<file path="config.mk">
export PLATFORM = sky130hd
export DESIGN_NAME = fifo_rr_arbiter
export DESIGN_NICKNAME = d
export VERILOG_FILES = /design/src/rtl/fifo_rr_arbiter_pkg.sv /design/src/rtl/fifo_rr_arbiter_rr_pick.sv /design/src/rtl/fifo_rr_arbiter.sv
export SDC_FILE = /design/constraint.sdc
export NUM_CORES = 1
export LEC_CHECK = 0
export ABC_AREA = 1
export CORE_ASPECT_RATIO = 0.6
export CORE_MARGIN = 2
export CORE_UTILIZATION = 40
export CTS_BUF_LIST = sky130_fd_sc_hd__clkbuf_16
export DETAILED_ROUTE_END_ITERATION = 16
export PLACE_DENSITY_LB_ADDON = 0.25
export SYNTH_ARGS = -nofsm -noshare
export SYNTH_HDL_FRONTEND = slang
export SYNTH_SLANG_ARGS = --single-unit
</file>
<file path="constraint.sdc">
create_clock -name clk -period 4 [get_ports clk]
set_input_delay 1 -clock clk [delete_from_list [all_inputs] [get_ports clk]]
set_output_delay 1 -clock clk [all_outputs]
set_load 0.02 [all_outputs]
</file>
<file path="src/rtl/fifo_rr_arbiter_pkg.sv">
// Shared definitions for the weighted round-robin FIFO drain stage.
package fifo_rr_arbiter_pkg;

  // Drain FSM states.
  typedef enum logic [1:0] {
    ST_IDLE  = 2'd0,
    ST_RUN   = 2'd1,
    ST_STALL = 2'd2
  } state_t;

  // Width of a source index for n sources (at least one bit).
  function automatic int src_width(input int n);
    return (n <= 2) ? 1 : $clog2(n);
  endfunction

endpackage

</file>
<file path="src/rtl/fifo_rr_arbiter_rr_pick.sv">
// Round-robin priority search: first eligible index after ptr, wrapping to 0.
// The current pointer itself is searched last, so a lone eligible source is
// always found again.
module fifo_rr_arbiter_rr_pick #(
  parameter int NUM_IN = 4,
  parameter int SRC_W  = 2
) (
  input  logic [NUM_IN-1:0] eligible,
  input  logic [SRC_W-1:0]  ptr,
  output logic [SRC_W-1:0]  grant_idx,
  output logic              grant_valid
);

  // Walk from the lowest priority (ptr itself) up to ptr+1 so the last hit wins.
  always_comb begin
    // NOTE: every output gets a default before the loop; otherwise a path that
    // finds no eligible source would leave it unassigned and infer a latch.
    grant_idx   = '0;
    grant_valid = 1'b0;
    for (int k = NUM_IN; k >= 1; k--) begin
      if (eligible[(int'(ptr) + k) % NUM_IN]) begin
        grant_idx   = SRC_W'((int'(ptr) + k) % NUM_IN);
        grant_valid = 1'b1;
      end
    end
  end

endmodule

</file>
<file path="src/rtl/fifo_rr_arbiter.sv">
// Drains NUM_IN upstream FIFOs in weighted round-robin order into one
// downstream FIFO, tagging each forwarded word with its source index.
// Pop in cycle N, write in cycle N+1; one word per cycle sustained.
module fifo_rr_arbiter
  import fifo_rr_arbiter_pkg::*;
#(
  parameter int NUM_IN     = 4,
  parameter int DATA_WIDTH = 4,
  parameter int MAX_BURST  = 2,
  parameter int SRC_W      = src_width(NUM_IN)
) (
  input  logic                         clk,
  input  logic                         rst,
  input  logic [NUM_IN-1:0]            buf_empty_in,
  input  logic [NUM_IN*DATA_WIDTH-1:0] buf_out_in,
  output logic [NUM_IN-1:0]            rd_en_out,
  input  logic                         almost_full_down,
  input  logic                         buf_full_down,
  output logic                         wr_en_down,
  output logic [DATA_WIDTH-1:0]        data_down,
  output logic [SRC_W-1:0]             src_id,
  output logic                         active
);

  state_t            state;
  logic [SRC_W-1:0]  ptr;
  logic [3:0]        burst_cnt;
  logic              cur_valid;   // ptr names a source that has actually been popped

  logic [NUM_IN-1:0] eligible;
  logic              any_elig;
  logic              throttle;
  logic              keep;
  logic              pick_valid;
  logic [SRC_W-1:0]  pick_idx;
  logic [SRC_W-1:0]  grant_sel;
  logic              grant_ok;
  logic              pop;

  assign eligible = ~buf_empty_in;
  assign any_elig = |eligible;
  assign throttle = almost_full_down | buf_full_down;

  // Stay on the current source until it empties or its burst allowance is used.
  assign keep      = cur_valid && eligible[ptr] && (burst_cnt < 4'(MAX_BURST - 1));
  assign grant_sel = keep ? ptr : pick_idx;
  assign grant_ok  = keep | pick_valid;
  assign pop       = (state == ST_RUN) && !throttle && grant_ok;
  assign active    = (state == ST_RUN);

  fifo_rr_arbiter_rr_pick #(
    .NUM_IN (NUM_IN),
    .SRC_W  (SRC_W)
  ) u_rr_pick (
    .eligible    (eligible),
    .ptr         (ptr),
    .grant_idx   (pick_idx),
    .grant_valid (pick_valid)
  );

  // One-hot pop strobe to the granted upstream FIFO.
  always_comb begin
    rd_en_out = '0;
    if (pop) rd_en_out[grant_sel] = 1'b1;
  end

  // Word popped last cycle is on its FIFO's buf_out now; select it by src_id.
  always_comb begin
    data_down = '0;
    if (wr_en_down) data_down = buf_out_in[src_id*DATA_WIDTH +: DATA_WIDTH];
  end

  // FSM, grant pointer/burst bookkeeping and the registered write strobe.
  always_ff @(posedge clk) begin
    // NOTE: sequential state uses non-blocking assignments so every register
    // here sees pre-edge values regardless of statement order.
    if (rst) begin
      state      <= ST_IDLE;
      ptr        <= '0;
      burst_cnt  <= '0;
      cur_valid  <= 1'b0;
      wr_en_down <= 1'b0;
      src_id     <= '0;
    end else begin
      wr_en_down <= pop;
      if (pop) begin
        src_id    <= grant_sel;
        cur_valid <= 1'b1;
        if (keep) begin
          burst_cnt <= burst_cnt + 4'd1;
        end else begin
          ptr       <= grant_sel;
          burst_cnt <= '0;
        end
      end

      case (state)
        ST_IDLE:  if (any_elig) state <= throttle ? ST_STALL : ST_RUN;
        ST_RUN: begin
          if (throttle)      state <= ST_STALL;
          else if (!any_elig) state <= ST_IDLE;
        end
        ST_STALL: if (!throttle) state <= any_elig ? ST_RUN : ST_IDLE;
        default:  state <= ST_IDLE;
      endcase
    end
  end

endmodule
</file>
# After elaboration in Yosys (flattened, before gate mapping)
# Index checks and enable logic that the tools add are counted.
# classes
n_addsub	5
multipliers	0
div_mod_pow	0
n_lt_le_gt_ge	8
n_eq_ne	5
n_shift	1
muxes	35
bitwise	8
n_reduce_logical	14
# op_table
cell	count
2-bit 2-to-1 mux	10
3-bit by 4-bit less-than comparator with 1-bit output, second input constant	4
16-bit by 5-bit variable part select with 4-bit output	1
1-bit 2-to-1 mux	15
4-bit 2-to-1 mux	3
1-bit binary-select mux with 2-bit select	5
2-bit OR reduction	4
2-bit by 3-bit less-than comparator with 1-bit output, second input constant	2
2-bit one-hot mux with 3 select lines	1
1-bit logical AND	5
2-bit by 1-bit adder with 2-bit output, second input constant	2
2-bit adder, second input constant	2
4-bit by 1-bit adder with 4-bit output, second input constant	1
1-bit AND, first input constant	4
4-bit by 1-bit less-than comparator with 1-bit output, second input constant	1
2-bit inequality test, second input constant	2
4-bit inverter	1
4-bit OR reduction	1
3-bit by 2-bit inequality test with 1-bit output, second input constant	1
3-bit AND reduction	1
1-bit demux with 2-bit select	1
2-bit by 1-bit == test with 1-bit output, second input constant	1
2-bit == test, second input constant	1
2-bit by 1-bit >= comparator with 1-bit output, second input constant	1
5 further kinds	6
# word_totals
reg_bits	12
latch_bits	0
mem_bits_rw	0
romBits	0
in_bits	24
output_inout_bits	12
wordCells	82
n_memories	0

# Depth between registers and ports, before layout
# Gate-level depths: netlist of run 1.
# depth
ltp_word	16
mapped_depth	13
ltp_nobuf	12

# Modules after synthesis
# A second synthesis of run 1 with hierarchy kept.
# hier_totals
cells_unflattened	181
area_unflattened_um2	1059.8
# modules_own_cells
mod	instances	cells_each	area_each_um2	seq_area_each_um2
fifo_rr_arbiter	1	132	833.3	240.2
fifo_rr_arbiter_rr_pick	1	49	226.5	0.0

# Worst setup path before layout of run 1
# OpenSTA, ideal clock, no wires.
# synth_timing
kind	input -> output
start	input port buf_full_down
end	output port rd_en_out[1]
arrival_ns	1.951
required_ns	3.000
path_slack_ns	1.049
path_stages	6
path_cell_list	nor2_1 inv_1 nor3_2 clkbuf_8 nand3_1 nor2_1
# synth_between
elab_chain_len	5
# synth_rtl
item	line_no	rtl
from (decl)	fifo_rr_arbiter.sv:18	input logic buf_full_down,
1-bit OR	fifo_rr_arbiter.sv:42	assign throttle = almost_full_down | buf_full_down;
1-bit logical NOT	-	
1-bit logical AND (2 in series)	fifo_rr_arbiter.sv:48	assign pop = (state == ST_RUN) && !throttle && grant_ok;
4-bit 2-to-1 mux	fifo_rr_arbiter.sv:64	if (pop) rd_en_out[grant_sel] = 1'b1;
to (decl)	fifo_rr_arbiter.sv:16	output logic [NUM_IN-1:0] rd_en_out,
# No other way between the ends.

# Worst setup path in the final report of run 1
# layout_timing
start	input port buf_empty_in[2]
end	output port rd_en_out[0]
# layout_between
elab_chain_len	14
elab_cells_between_ends	34
# layout_rtl
item	line_no	rtl
from (decl)	fifo_rr_arbiter.sv:14	input logic [NUM_IN-1:0] buf_empty_in,
4-bit inverter *	fifo_rr_arbiter.sv:40	assign eligible = ~buf_empty_in;
1-bit binary-select mux with 2-bit select	fifo_rr_arbiter_rr_pick.sv:21	if (eligible[(int'(ptr) + k) % NUM_IN]) begin
1-bit 2-to-1 mux (not written as such) (2 in series)	fifo_rr_arbiter_rr_pick.sv:21	
2-bit 2-to-1 mux (4 in series)	fifo_rr_arbiter_rr_pick.sv:21	
2-bit 2-to-1 mux	fifo_rr_arbiter.sv:46	assign grant_sel = keep ? ptr : pick_idx;
2-bit by 3-bit less-than comparator with 1-bit output (not written as such) or 2-bit by 1-bit >= comparator with 1-bit output (tied branches)	fifo_rr_arbiter.sv:64	
1-bit logical AND (not written as such)	fifo_rr_arbiter.sv:64	
1-bit 2-to-1 mux (not written as such)	fifo_rr_arbiter.sv:64	
1-bit demux with 2-bit select	fifo_rr_arbiter.sv:64	
4-bit 2-to-1 mux *	fifo_rr_arbiter.sv:64	
# Every way passes the cells marked *; elsewhere a longest branch is shown, timed or not. The select of a mux whose other input is x is not followed.

==> impl_metrics.ini, run 1 <==
[status]
outcome = complete, no violations

[yosys]
seq_area_frac_synth_pct = 24.58
synth.distinct_cells = 24
postSynth.asyncResetShare_pct = 0
postSynthAreaPerCell_um2 = 6.224
yosys.cell_count.top_type = nand2_1
yosys-top-cells-area = dfxtp_1 25%, nand2_1 15%, nor2_1 9.2%
synth_warnings = 0
synth_top_area_share_pct = 24.58
synth_seq_cells = 12
synth_edf_count = 0
synth_area_um2 = 977.2
syn_nets = 183
syn_inst = 157
synth_commonest_cells = 40 x nand2_1, 24 x nor2_1, 23 x inv_1
yosysTopAreaCell = dfxtp_1
synth-main-ff-cell = dfxtp_1

[clock_tree]
cts.path.max_buffers = 2
htreeDepth = 1
clock-sinks = 12
clock-root-buffer = clkbuf_16
cts_buffers = 3
post_cts_buffers = 0
clock_latency_ps = 240
cts_tree = yes
path_clk_slew_ps = 50

[sta]
hold_viol = 0
setup_ws_ps = 266.1
fin_skew_ps = 4.448
min_period_over_period_pct = 93.35
clock.fmax_mhz = 267.8
layout_min_cycle_time_ps = 3734
rsz0062_at_grt = false
tightestPinTransition_ps = 407.2
tns_ps = 0
finalMaxSlewViolations = 0
maxSlewHeadroom_pct = 72.82
setup_viol = 0

[setup_path]
end_kind = output port
crit_cells = 14
crit_arrival_ps = 2730
reg2reg_depth = 7
cp_max_fo = 3
critical_path_class = primary input to output port
cp_slowest_cell = clkdlybuf4s50_1
cpMostUsedCell = nand2_1
crit_chain = clkdlybuf4s50_1, inv_1, nand2_1, nand2_1, nand2_1, nand2_1, nand2_1, nand2_1, nand2_2, nand2_2, nand2_2, nand2_2, nor2_1, dlygate4sd2_1
start_kind = primary input
cpPeakStageDelay_ps = 530
required_ps = 3000
path_delay_family = buffers and inverters
cp_num_buf_inv = 3

[drt]
routed-wl-met2_um = 1272
dr.pass1.iters = 4
wl_met1_um = 1293
vias = 1082
highest_layer = met4
first_iter_violations = 140
viasPerCell = 4.809
wl_per_cell_um = 12.09
route.detailed.drc = 0
wl_met3_um = 142
ant_nets = 0
routed_wirelength_um = 2721

[run]
cap_viol_max_count = 0

[placement]
post_dp_cell_area_mm2 = 0.001351
place_ws_ps = 0.8913
dp_hpwl_um = 2174
port_buffers = 35
gp_routability_congestion = 0.9057

[worst_hold_path]
hold_path_depth = 2
hp-class = register to register

[final_layout]
nets = 222
antenna_cells = 0
design_area_mm2 = 0.001433
drive_gt1_share_pct = 10.77
syn_to_final_growth_pct = 46.61

[global_routing]
grt_antenna_before_repair = 0
grt_pass1_wl_um = 4436
grt_overflow = 0
grt_usage_pct = 20.47
grt_max_degree = 12
grt_pass1_vias = 1002

[power]
p_leak_uw = 0.0006961
irDropWorstVdd_uv = 233.0
power_per_cell_area_mw_per_mm2 = 264.8

[floorplan]
core_area_mm2 = 0.002245
ios = 36
initial_utilization_pct = 43.53
die_x_um = 67.81
core.rowCount = 13
dieArea_mm2 = 0.002867
die_h_um = 42.29
==> routing by layer <==
layer | up-vias | global-route usage (%)
met5 | - | 0
met4 | 0 | 3.600
met3 | 2 | 5.645
met2 | 25 | 32.16
met1 | 487 | 28.16
li1 | 568 | -
==> stage by stage <==
step | utilization [%] | std cells | hold slack (ps) | total power [uW]
floorplan | - | 157 | 426.5 | 160.8
global placement | 60.20 | 221 | 441.1 | 192.1
detailed placement | 60.20 | 221 | 450.2 | 193.8
CTS | 63.60 | 225 | 457.8 | 381.1
global route | 63.82 | 225 | 496.8 | 395.1
finish | 63.82 | 225 | 456.7 | 379.3
==> cell type report <==
| type | instances | area, um2 |
|---|---|---|
| fillers | 193 | 812.0 |
| flip-flops and latches | 12 | 240.2 |
| multi-input cells | 117 | 606.8 |
| well taps | 30 | 37.54 |
| inverters | 25 | 101.3 |
| clock buffers | 3 | 75.07 |
| repair buffers | 37 | 367.9 |
| clock inverters | 1 | 3.754 |
==> repair_timing <==
action | in CTS | in global routing
cloned | 0 | 0
resized for setup | 2 | 2
hold buffers | 0 | 0
endpoints found under the setup margin | 2 | 2
==> kinds of logic after synthesis <==
group	share of synthesized area, %
AND/OR/NAND/NOR	44.17
flip-flops	24.58
AO/OA/AOI/OAI	15.37
adder cells (fa/ha/maj)	2.560
buffers and inverters	13.31
==> worst paths after layout <==
| path | to | slack [ps] | start |
|---|---|---|---|
| hold reg to reg | cur_valid | 460 | cur_valid |
| setup reg to reg | ptr[1] | 2460 | ptr[0] |
| hold / removal | cur_valid | 460 | cur_valid |
| setup / recovery | rd_en_out[0] | 270 | buf_empty_in[2] |
==> cell usage in the layout, fill, tap and decap left out <==
cell,count
a21boi_2,1
a21oi_1,10
buf_4,2
clkbuf_16,3
clkdlybuf4s50_1,31
clkinv_1,1
dfxtp_1,12
dlygate4sd2_1,2
dlymetal6s2s_1,2
ha_1,2
inv_1,23
inv_2,1
inv_8,1
nand2_1,40
nand2_2,4
nand2_4,4
nand3_1,11
nand3_2,1
nand4_1,1
nor2_1,24
nor3_2,1
nor3_4,2
nor3b_1,1
o21ai_0,12
o21ai_1,1
o21ai_4,1
o31ai_1,1
==> registers in the layout, indices dropped and copies added (netlist names) <==
signal / flops
burst_cnt: 4
ptr: 2
state: 2
src_id: 2
cur_valid: 1
wr_en_down: 1
==> report_power, final <==
group          leakage [uW]  switching, uW  internal [uW]
registers         0.0000972           2.31            122
clock network     0.0000385           54.9            132
logic              0.000560           33.4           34.9
==> worst min-delay path, cell delays in order (launching register included) <==
cell and delay (ps):
dfxtp_1 310, nand2_1 60, nand2_1 50
Note: power is estimated with default switching activity, not from simulation.
==> run 2: changes to the inputs <==
--- a/config.mk
+++ b/config.mk
@@ -6,9 +6,11 @@
 export NUM_CORES = 1
 export LEC_CHECK = 0
 export ABC_AREA = 1
+export CELL_PAD_IN_SITES_DETAIL_PLACEMENT = 0
+export CELL_PAD_IN_SITES_GLOBAL_PLACEMENT = 1
 export CORE_ASPECT_RATIO = 0.6
 export CORE_MARGIN = 2
-export CORE_UTILIZATION = 40
+export CORE_UTILIZATION = 31
 export CTS_BUF_LIST = sky130_fd_sc_hd__clkbuf_16
 export DETAILED_ROUTE_END_ITERATION = 16
 export PLACE_DENSITY_LB_ADDON = 0.25
==> run 2 against run 1 <==
Compared with the run above:
- sequential power about the same
- sequential share of layout area is 0.34 points lower
- wire length down 4.9%
- worst hold slack better by 4.2 ps
- combinational power up 2%
- global-route usage down 5.0 points
- clock-buffer cell count is the same
- via count is 0.28% higher
- final cell count is 5.8% higher
- worst setup slack improved by 130 ps
- design area increased by 2.1%
- first-iteration DRC count shrank 54%
- critical path type unchanged
- critical endpoint is now rd_en_out[2]
==> impl_metrics.ini, run 2 (synthesized netlist as in run 1, its figures left out) <==
[setup_path]
crit_chain = clkdlybuf4s50_1, inv_1, nand2_1, nand2_1, nand2_1, nand2_1, nand2_1, nand2_1, nand2_2, nand2_2, nand2_2, nand2_2, nor2_1, dlymetal6s2s_1
cp-endpoint = rd_en_out[2]
crit_cells = 14
required_ps = 3000
path_delay_family = buffers and inverters
crit_arrival_ps = 2600
start_kind = primary input
cpPeakStageDelay_ps = 520
cp_num_buf_inv = 3
rr_startpoint = ptr[0]
cp_slowest_cell = clkdlybuf4s50_1
r2r-end = src_id[0]
critical_path_class = primary input to output port
crit_start = buf_empty_in[2]
cpMostUsedCell = nand2_1
end_kind = output port
r2r_slack_ps = 2340
reg2reg_depth = 11
cp_max_fo = 2

[sta]
min_period_over_period_pct = 90.08
setup_viol = 0
tightestPinTransition_ps = 417.3
tns_ps = 0
hold_viol = 0
fin_skew_ps = 1.566
maxSlewHeadroom_pct = 72.14
clock.fmax_mhz = 277.5
finalMaxSlewViolations = 0
rsz0062_at_grt = false
layout_min_cycle_time_ps = 3603

[final_layout]
multi_input_area_um2 = 606.8
antenna_cells = 0
top_register = burst_cnt
syn_to_final_growth_pct = 49.68
final_cell_mix = 40 x nand2_1, 31 x clkdlybuf4s50_1, 24 x nor2_1
regArea_um2 = 240.2
nets = 223
drive_gt1_share_pct = 11.22
finalCoreUtilization_pct = 49.96
layout_commonest_cell = nand2_1
largest_reg_flops = 4
fillCellCount = 291

[clock_tree]
cts_buffers = 3
clock-sinks = 12
path_clk_slew_ps = 40
clock_latency_ps = 240
cts.path.max_buffers = 2
htreeDepth = 1
clock-root-buffer = clkbuf_16
cts_hold_buf = 0
cts_tree = yes

[floorplan]
core_area_mm2 = 0.002928
core.rowCount = 15
dieArea_mm2 = 0.003632
ios = 36
die_x_um = 76.48
initial_utilization_pct = 33.38
die_h_um = 47.49

[drt]
route.detailed.drc = 0
first_iter_violations = 64
vias = 1085
viasPerCell = 4.559
ant_nets = 0
wl_per_cell_um = 10.87
dr.pass1.iters = 4
routed_wirelength_um = 2588

[placement]
dp_hpwl_um = 2177
port_buffers = 35
gp_routability_congestion = 0.8678

[global_routing]
grt_antenna_before_repair = 0
grt_max_degree = 12
grt_pass1_vias = 948
grt_usage_pct = 15.49
grt_pass1_wl_um = 4374
grt_overflow = 0

[status]
outcome = complete, no violations

[power]
irDropWorstVdd_uv = 165.0
power_per_cell_area_mw_per_mm2 = 258.0
p_leak_uw = 0.0007287

[worst_hold_path]
hp-class = register to register

[run]
cap_viol_max_count = 0
==> run 2: changes by cell type in the layout (fill, tap and decap cells not counted), sizes merged <==
cell	change
buf	+1
dlygate4sd2	-2
dlymetal6s2s	+2
==> run 2: area by class of cell <==
type	count	area share (%)
repair buffers	38	26.18
inverters	25	6.929
clock inverters	1	0.2566
multi-input cells	117	41.49
well taps	42	3.593
clock buffers	3	5.133
flip-flops and latches	12	16.42
==> run 2: metal layers <==
| metal | GRT usage [%] | vias to the layer above | share of wire [%] |
|---|---|---|---|
| met5 | 0 | - | 0 |
| met3 | 3.585 | 5 | 5.0 |
| met2 | 23.72 | 24 | 42 |
| li1 | - | 575 | - |
| met1 | 22.31 | 481 | 52 |
| met4 | 4.364 | 0 | 0.97 |
==> run 2: worst register-to-register path, cell delays in order (launching register included) <==
cell     delay (ps)
dfxtp_1         570
nand2_1         200
nand3_1         160
nand2_1          60
inv_1            50
nand2_1          60
nand2_1          80
nand2_2          50
nand2_2          60
nand2_2          60
buf_4           130
a21oi_1         120
==> run 2: through the flow <==
step                total power [uW]  worst slack [ps]  hold slack, ps  instances  instance area (um2)
floorplan                      160.8              1049           426.5        157                977.2
global placement               195.0             61.45           440.3        234                 1374
detailed placement             196.2             15.69           445.5        234                 1374
CTS                            382.4             9.255           456.8        238                 1453
global route                   394.9             184.8           481.2        238                 1463
finish                         377.4             396.9           460.9        238                 1463
==> run 2: timing repair <==
item / 4_1_cts / 5_1_grt
gates resized for setup: 0 / 4
setup endpoints to repair: 0 / 4
setup buffers: 0 / 0
==> run 2: where the power goes <==
part | internal [uW] | leakage, uW | total (uW) | switching, uW
sequential | 122 | 0.0000972 | 124 | 2.36
combinational | 36.3 | 0.000593 | 69.7 | 33.5
clock | 132 | 0.0000385 | 183 | 51.7
==> run 2: worst min-delay path by stage <==
stage / from / endpoint / depth (start not counted)
4_1_cts: cur_valid / cur_valid / 2
2_1_floorplan: cur_valid / cur_valid / 2
5_1_grt: cur_valid / cur_valid / 2
6_report: cur_valid / cur_valid / 2
3_5_place_dp: cur_valid / cur_valid / 2
3_3_place_gp: cur_valid / cur_valid / 2
==> variant 1, RTL diff (settings of run 2) <==
The parameter `DATA_WIDTH` goes from 4 to 6.
--- a/src/rtl/fifo_rr_arbiter.sv
+++ b/src/rtl/fifo_rr_arbiter.sv
@@ -7,3 +7,3 @@
   parameter int NUM_IN     = 4,
-  parameter int DATA_WIDTH = 4,
+  parameter int DATA_WIDTH = 6,
   parameter int MAX_BURST  = 2,
Ports: changed (resized buf_out_in and data_down); port bits go from 36 to 46. The function was not compared with the original's and may differ.
==> variant 1 against run 2 <==
First-iteration DRC count decreased by 44%. Sequential cell count unchanged. Wire length increased by 17%. Cell area increased by 9.6%. Power increased by 2.3%. Largest power group unchanged. Setup slack improved by 0.067 ns. Global-route usage increased by 0.68 points. Synthesized area increased by 4.6%. Highest routed layer is now met3.
==> variant 1: results (changes against run 2) <==
Leakage: 0.773 nW (+6.1%)
Vias post-DR: 1187 (+9.4%)
Post-CTS setup buffers: 0 (unchanged)
Worst R2R Path Depth: 8 (-3)
Non-Clock Buffer Count: 46 (+21%)
Clock-pin transition on the worst setup and hold timing paths: 0.04 ns (about the same)
Residual DRC: 0 (unchanged)
Vias in the first global route: 1113 (+17%)
Hold Path Cell Cnt: 2 (unchanged)
Antenna violations before repair: 0 (unchanged)
Compound-gate portion of the synthesized area: 0.154 (+0.000574)
Iteration-0 DRC Markers: 36 (-44%)
Nets@finish: 254 (+14%)
Synth Area in Adders: 0.0245 (-0.00113)
Crit-path max FO: 3 (+1)
Main combinational cell family by area after synthesis: simple AND/OR/NAND/NOR gates
Multiplexer share of the synthesized area: 0 (unchanged)
Slew HR: 0.687 (-0.0343)
Non-clock inverter count in the final layout: 25 (unchanged)
Peak supply drop: 0.000140 V (-15%)
DRT Pass-1 Iters: 4 (unchanged)
Gr usage total: 0.162 (+0.00678)
GPL Wtd Cong: 0.809 (-6.8%)
Synth cell types: 23 (-4.2%)
Clk root buf: clkbuf_16
Synth async-reset ratio: 0 (unchanged)
Top_reg_cell synth: dfxtp_1
Net Switching: 90.4 uW (+3.3%)
Area of the multi-input gates: 653 sq um (+7.6%)
Layout cell share with drive strength beyond 1: 0.151 (+0.0384)
Row count: 16 (+1)
Run status: finished clean
Largest net degree at the start of global routing: 15 (+3)
Top reg by flops: burst_cnt
Hold Crit Class: reg2reg
Register share of the cell area: 0.150 (-0.0144)
DP Wirelength: 2.47 mm (+13%)
Fillcell total: 328 (+13%)
H-tree Lvls: 1 (unchanged)
Most frequent cells after synthesis: 35 x nor2_1, 29 x nand2_1, 19 x inv_1
#MultiIn Comb: 132 (+13%)
Clock network area share: 0.0492 (-0.00471)
Syn_nets: 207 (+13%)
Worst clock skew: 0.00180 ns (+0.000232 ns)
Placed inst area: 1510 sq um (+10%)
PortBufs: 45 (+29%)
WL per Instance: 11.4 um (+5.1%)
First-pass GRT wire length: 4.94 mm (+13%)
Seq/Total Area, Yosys: 0.235 (-0.0108)
Non-Clock Buffer Area Fraction: 0.292 (+0.0302)
Largest cells by area after synthesis: dfxtp_1 24%, nor2_1 13%, nand2_1 11%
## variant 1: worst paths after layout
path                                       from           end  slack [ns]
worst max register to register           ptr[0]        ptr[1]        2.46
worst min-delay path               burst_cnt[3]  burst_cnt[3]        0.45
worst min register to register     burst_cnt[3]  burst_cnt[3]        0.45
worst max-delay path            buf_empty_in[0]  rd_en_out[1]        0.46
## variant 1: critical path, stage by stage
cell	delay (ns)
clkdlybuf4s50_1	0.52
inv_1	0.05
nand2_1	0.09
nand2_2	0.07
nand2_2	0.07
nand2_1	0.05
nand2_1	0.07
nand2_2	0.06
nand2_2	0.06
nand2_2	0.06
nand2_2	0.08
nand2_2	0.05
nor2_1	0.07
dlymetal6s2s_1	0.22
## variant 1: stage by stage
| stage | cells | total power, mW | hold slack, ns | setup WS [ns] | utilization |
|---|---|---|---|---|---|
| after global placement | 260 | 0.201 | 0.433 | 0.0764 | 0.473 |
| after floorplan | 173 | 0.162 | 0.424 | 1.09 | - |
| after detailed placement | 260 | 0.202 | 0.450 | 0.0789 | 0.473 |
| after global routing | 264 | 0.405 | 0.480 | 0.281 | 0.500 |
| final | 264 | 0.386 | 0.454 | 0.464 | 0.500 |
| after CTS | 264 | 0.392 | 0.456 | 0.0736 | 0.497 |
## variant 1: power groups by stage
stage          Sequential [mW]  Combinational [mW]  Clock [mW]
2_1_floorplan            0.126              0.0354           0
3_3_place_gp             0.127              0.0742           0
3_5_place_dp             0.127              0.0748           0
4_1_cts                  0.125              0.0753       0.192
5_1_grt                  0.125              0.0821       0.198
6_report                 0.125              0.0750       0.186
## variant 1: routing by layer
metal | up-vias | global-route usage | wire, um
met5 | - | 0 | 0
met4 | 0 | 0.0175 | 0
met3 | 0 | 0.0392 | 135
li1 | 637 | - | -
met2 | 23 | 0.256 | 1280
met1 | 527 | 0.232 | 1600
==> variant 2, RTL diff (flow settings as in run 2) <==
Without the edit above. Reset style: asynchronous (`rst`), changed in one clocked block.
--- a/src/rtl/fifo_rr_arbiter.sv
+++ b/src/rtl/fifo_rr_arbiter.sv
@@ -73,3 +73,3 @@
   // FSM, grant pointer/burst bookkeeping and the registered write strobe.
-  always_ff @(posedge clk) begin
+  always_ff @(posedge clk or posedge rst) begin
     // NOTE: sequential state uses non-blocking assignments so every register
Check against the original RTL: differs if rst is asserted again (counterexample within 4 cycles, from zero or initial values and one cycle with rst high); with rst held inactive, the same outputs for 4 cycles.
==> variant 2 against run 2 <==
Largest cell class unchanged. Cell area fell by 3.3%. Sequential cell count did not move. Synthesized cell count fell by 5.1%. Count of clock-buffer cells in the layout did not move. Wire length fell by 2.8%. Setup slack got worse by 0.17 ns. Critical endpoint is now rd_en_out[3]. Synthesized area fell by 4.7%. Non-clock buffer count fell by 1. Maximum frequency fell by 4.4%.
Power is not compared: it rests on default switching activity, and its combinational part moved more than twofold at a synthesized area within 25%.
==> variant 2: results (changes against run 2) <==
Antenna violations before repair: 0 (unchanged)
Layout cell share with drive strength beyond 1: 0.106 (-0.00586)
First-pass GRT wire length: 4.22 mm (-3.6%)
Clk_lat worst skew: 0.24 ns (about the same)
CP delay by family, top: buffers and inverters
Tcrit/Tclk final: 0.942 (+0.0415)
Crit-path max FO: 4 (+2)
Net Switching: 371 uW
DP Wirelength: 2.08 mm (-4.4%)
Largest net degree at the start of global routing: 13 (+1)
Critical R2R Launch: ptr[0]
Peak supply drop: 0.000175 V
Synth cell types: 23 (-4.2%)
Slew HR: 0.695 (-0.0260)
Hold Crit Start: cur_valid
DRT Pass-1 Iters: 4 (unchanged)
Leakage: 0.740 nW
Vias in the first global route: 943 (-0.53%)
Max FFs per register: 4 (unchanged)
WL per Instance: 10.9 um (+0.60%)
Worst slack at placement: -0.0469 ns (-0.0625 ns)
Syn_nets: 175 (-4.4%)
Yosys warns: 0 (unchanged)
Nets@finish: 215 (-3.6%)
Post-cts resize count: 2 (+2)
Largest cells by area after synthesis: dfrtp_1 32%, nand2_1 15%, nor2_1 9.7%
Detailed Route WL: 2.52 mm (-2.8%)
ANT cells: 0 (unchanged)
Clk buf depth: 2 (unchanged)
Syn Area/Cell: 6.25 sq um (+0.38%)
Total CTS buffers: 3 (unchanged)
Top reg by flops: burst_cnt
Iteration-0 DRC Markers: 54 (-16%)
CP peak stage delay: 0.53 ns
H-tree Lvls: 1 (unchanged)
Placed cells: 226 (-3.4%)
Crit path from: buf_empty_in[3]
Most frequent cells after synthesis: 37 x nand2_1, 24 x nor2_1, 20 x inv_1
Clk root buf: clkbuf_16
Placed inst area: 1330 sq um (-2.9%)
GPL Wtd Cong: 0.868 (about the same)
CP max-delay cell: clkdlybuf4s50_1
Vias post-DR: 1021 (-5.9%)
Synth async-reset ratio: 1.00 (+1.00)
Seq/Total Area, Yosys: 0.323 (+0.0767)
Clock-pin transition on the worst setup and hold timing paths: 0.04 ns (about the same)
PortBufs: 35 (unchanged)
Hold Crit Class: reg2reg
Worst clock skew: 0.00367 ns (+0.00211 ns)
Run status: finished clean
Worst Setup End Kind: output pin
Post-CTS setup buffers: 0 (unchanged)
Gr usage total: 0.167 (+0.0122)
variant 2: cell count changes in the layout (fill, tap and decap cells not counted), moves of 3 or more:
| cell | delta |
|---|---|
| inv_2 | +4 |
| o21ai_0 | -4 |
| dfrtp_1 | +12 |
| nand2_1 | -3 |
| nand2_4 | -4 |
| inv_1 | -3 |
| dfxtp_1 | -12 |
| nand2_2 | +3 |
| nor3_1 | +3 |
| a21oi_1 | -3 |
variant 2: final cells by class:
cell class	count	area [sq um]
multi-input combinational	109	513
sequential	12	300
timing repair buffer	37	368
tap	42	52.6
inverter	26	103
clock buffer	3	75.1
fill	276	1460
clock inverter	1	3.75
variant 2: logic make-up (layout without fill, tap and decap cells):
group                    count (synthesis)  in the layout  synth area share
adder cells (fa/ha/maj)                  2              2            0.0269
buffers and inverters                   28             67             0.126
AO/OA/AOI/OAI                           21             21             0.121
flip-flops                              12             12             0.323
AND/OR/NAND/NOR                         86             86             0.403
variant 2: final timing paths:
check	slack (ns)	end	depth (start not counted)
worst min register to register	0.46	cur_valid	1
worst max-delay path	0.23	rd_en_out[3]	10
worst max register to register	2.41	src_id[0]	9
min in group asynchronous	1.07	burst_cnt[1]	2
worst min-delay path	0.46	cur_valid	1
max in group asynchronous	2.61	ptr[1]	2
variant 2: power groups by stage:
stage	registers (mW)	clock network, mW	logic [mW]
global route	0.222	0.193	0.493
global placement	0.218	0	0.419
floorplan	0.197	0	0.329
CTS	0.217	0.187	0.423
detailed placement	0.219	0	0.422
finish	0.217	0.184	0.423
variant 2: layer usage:
layer	up-vias	track usage	part of all wire
li1	546	-	-
met1	448	0.241	0.53
met2	25	0.246	0.41
met3	2	0.0591	0.061
met4	0	0.0214	0.0032
met5	-	0	0
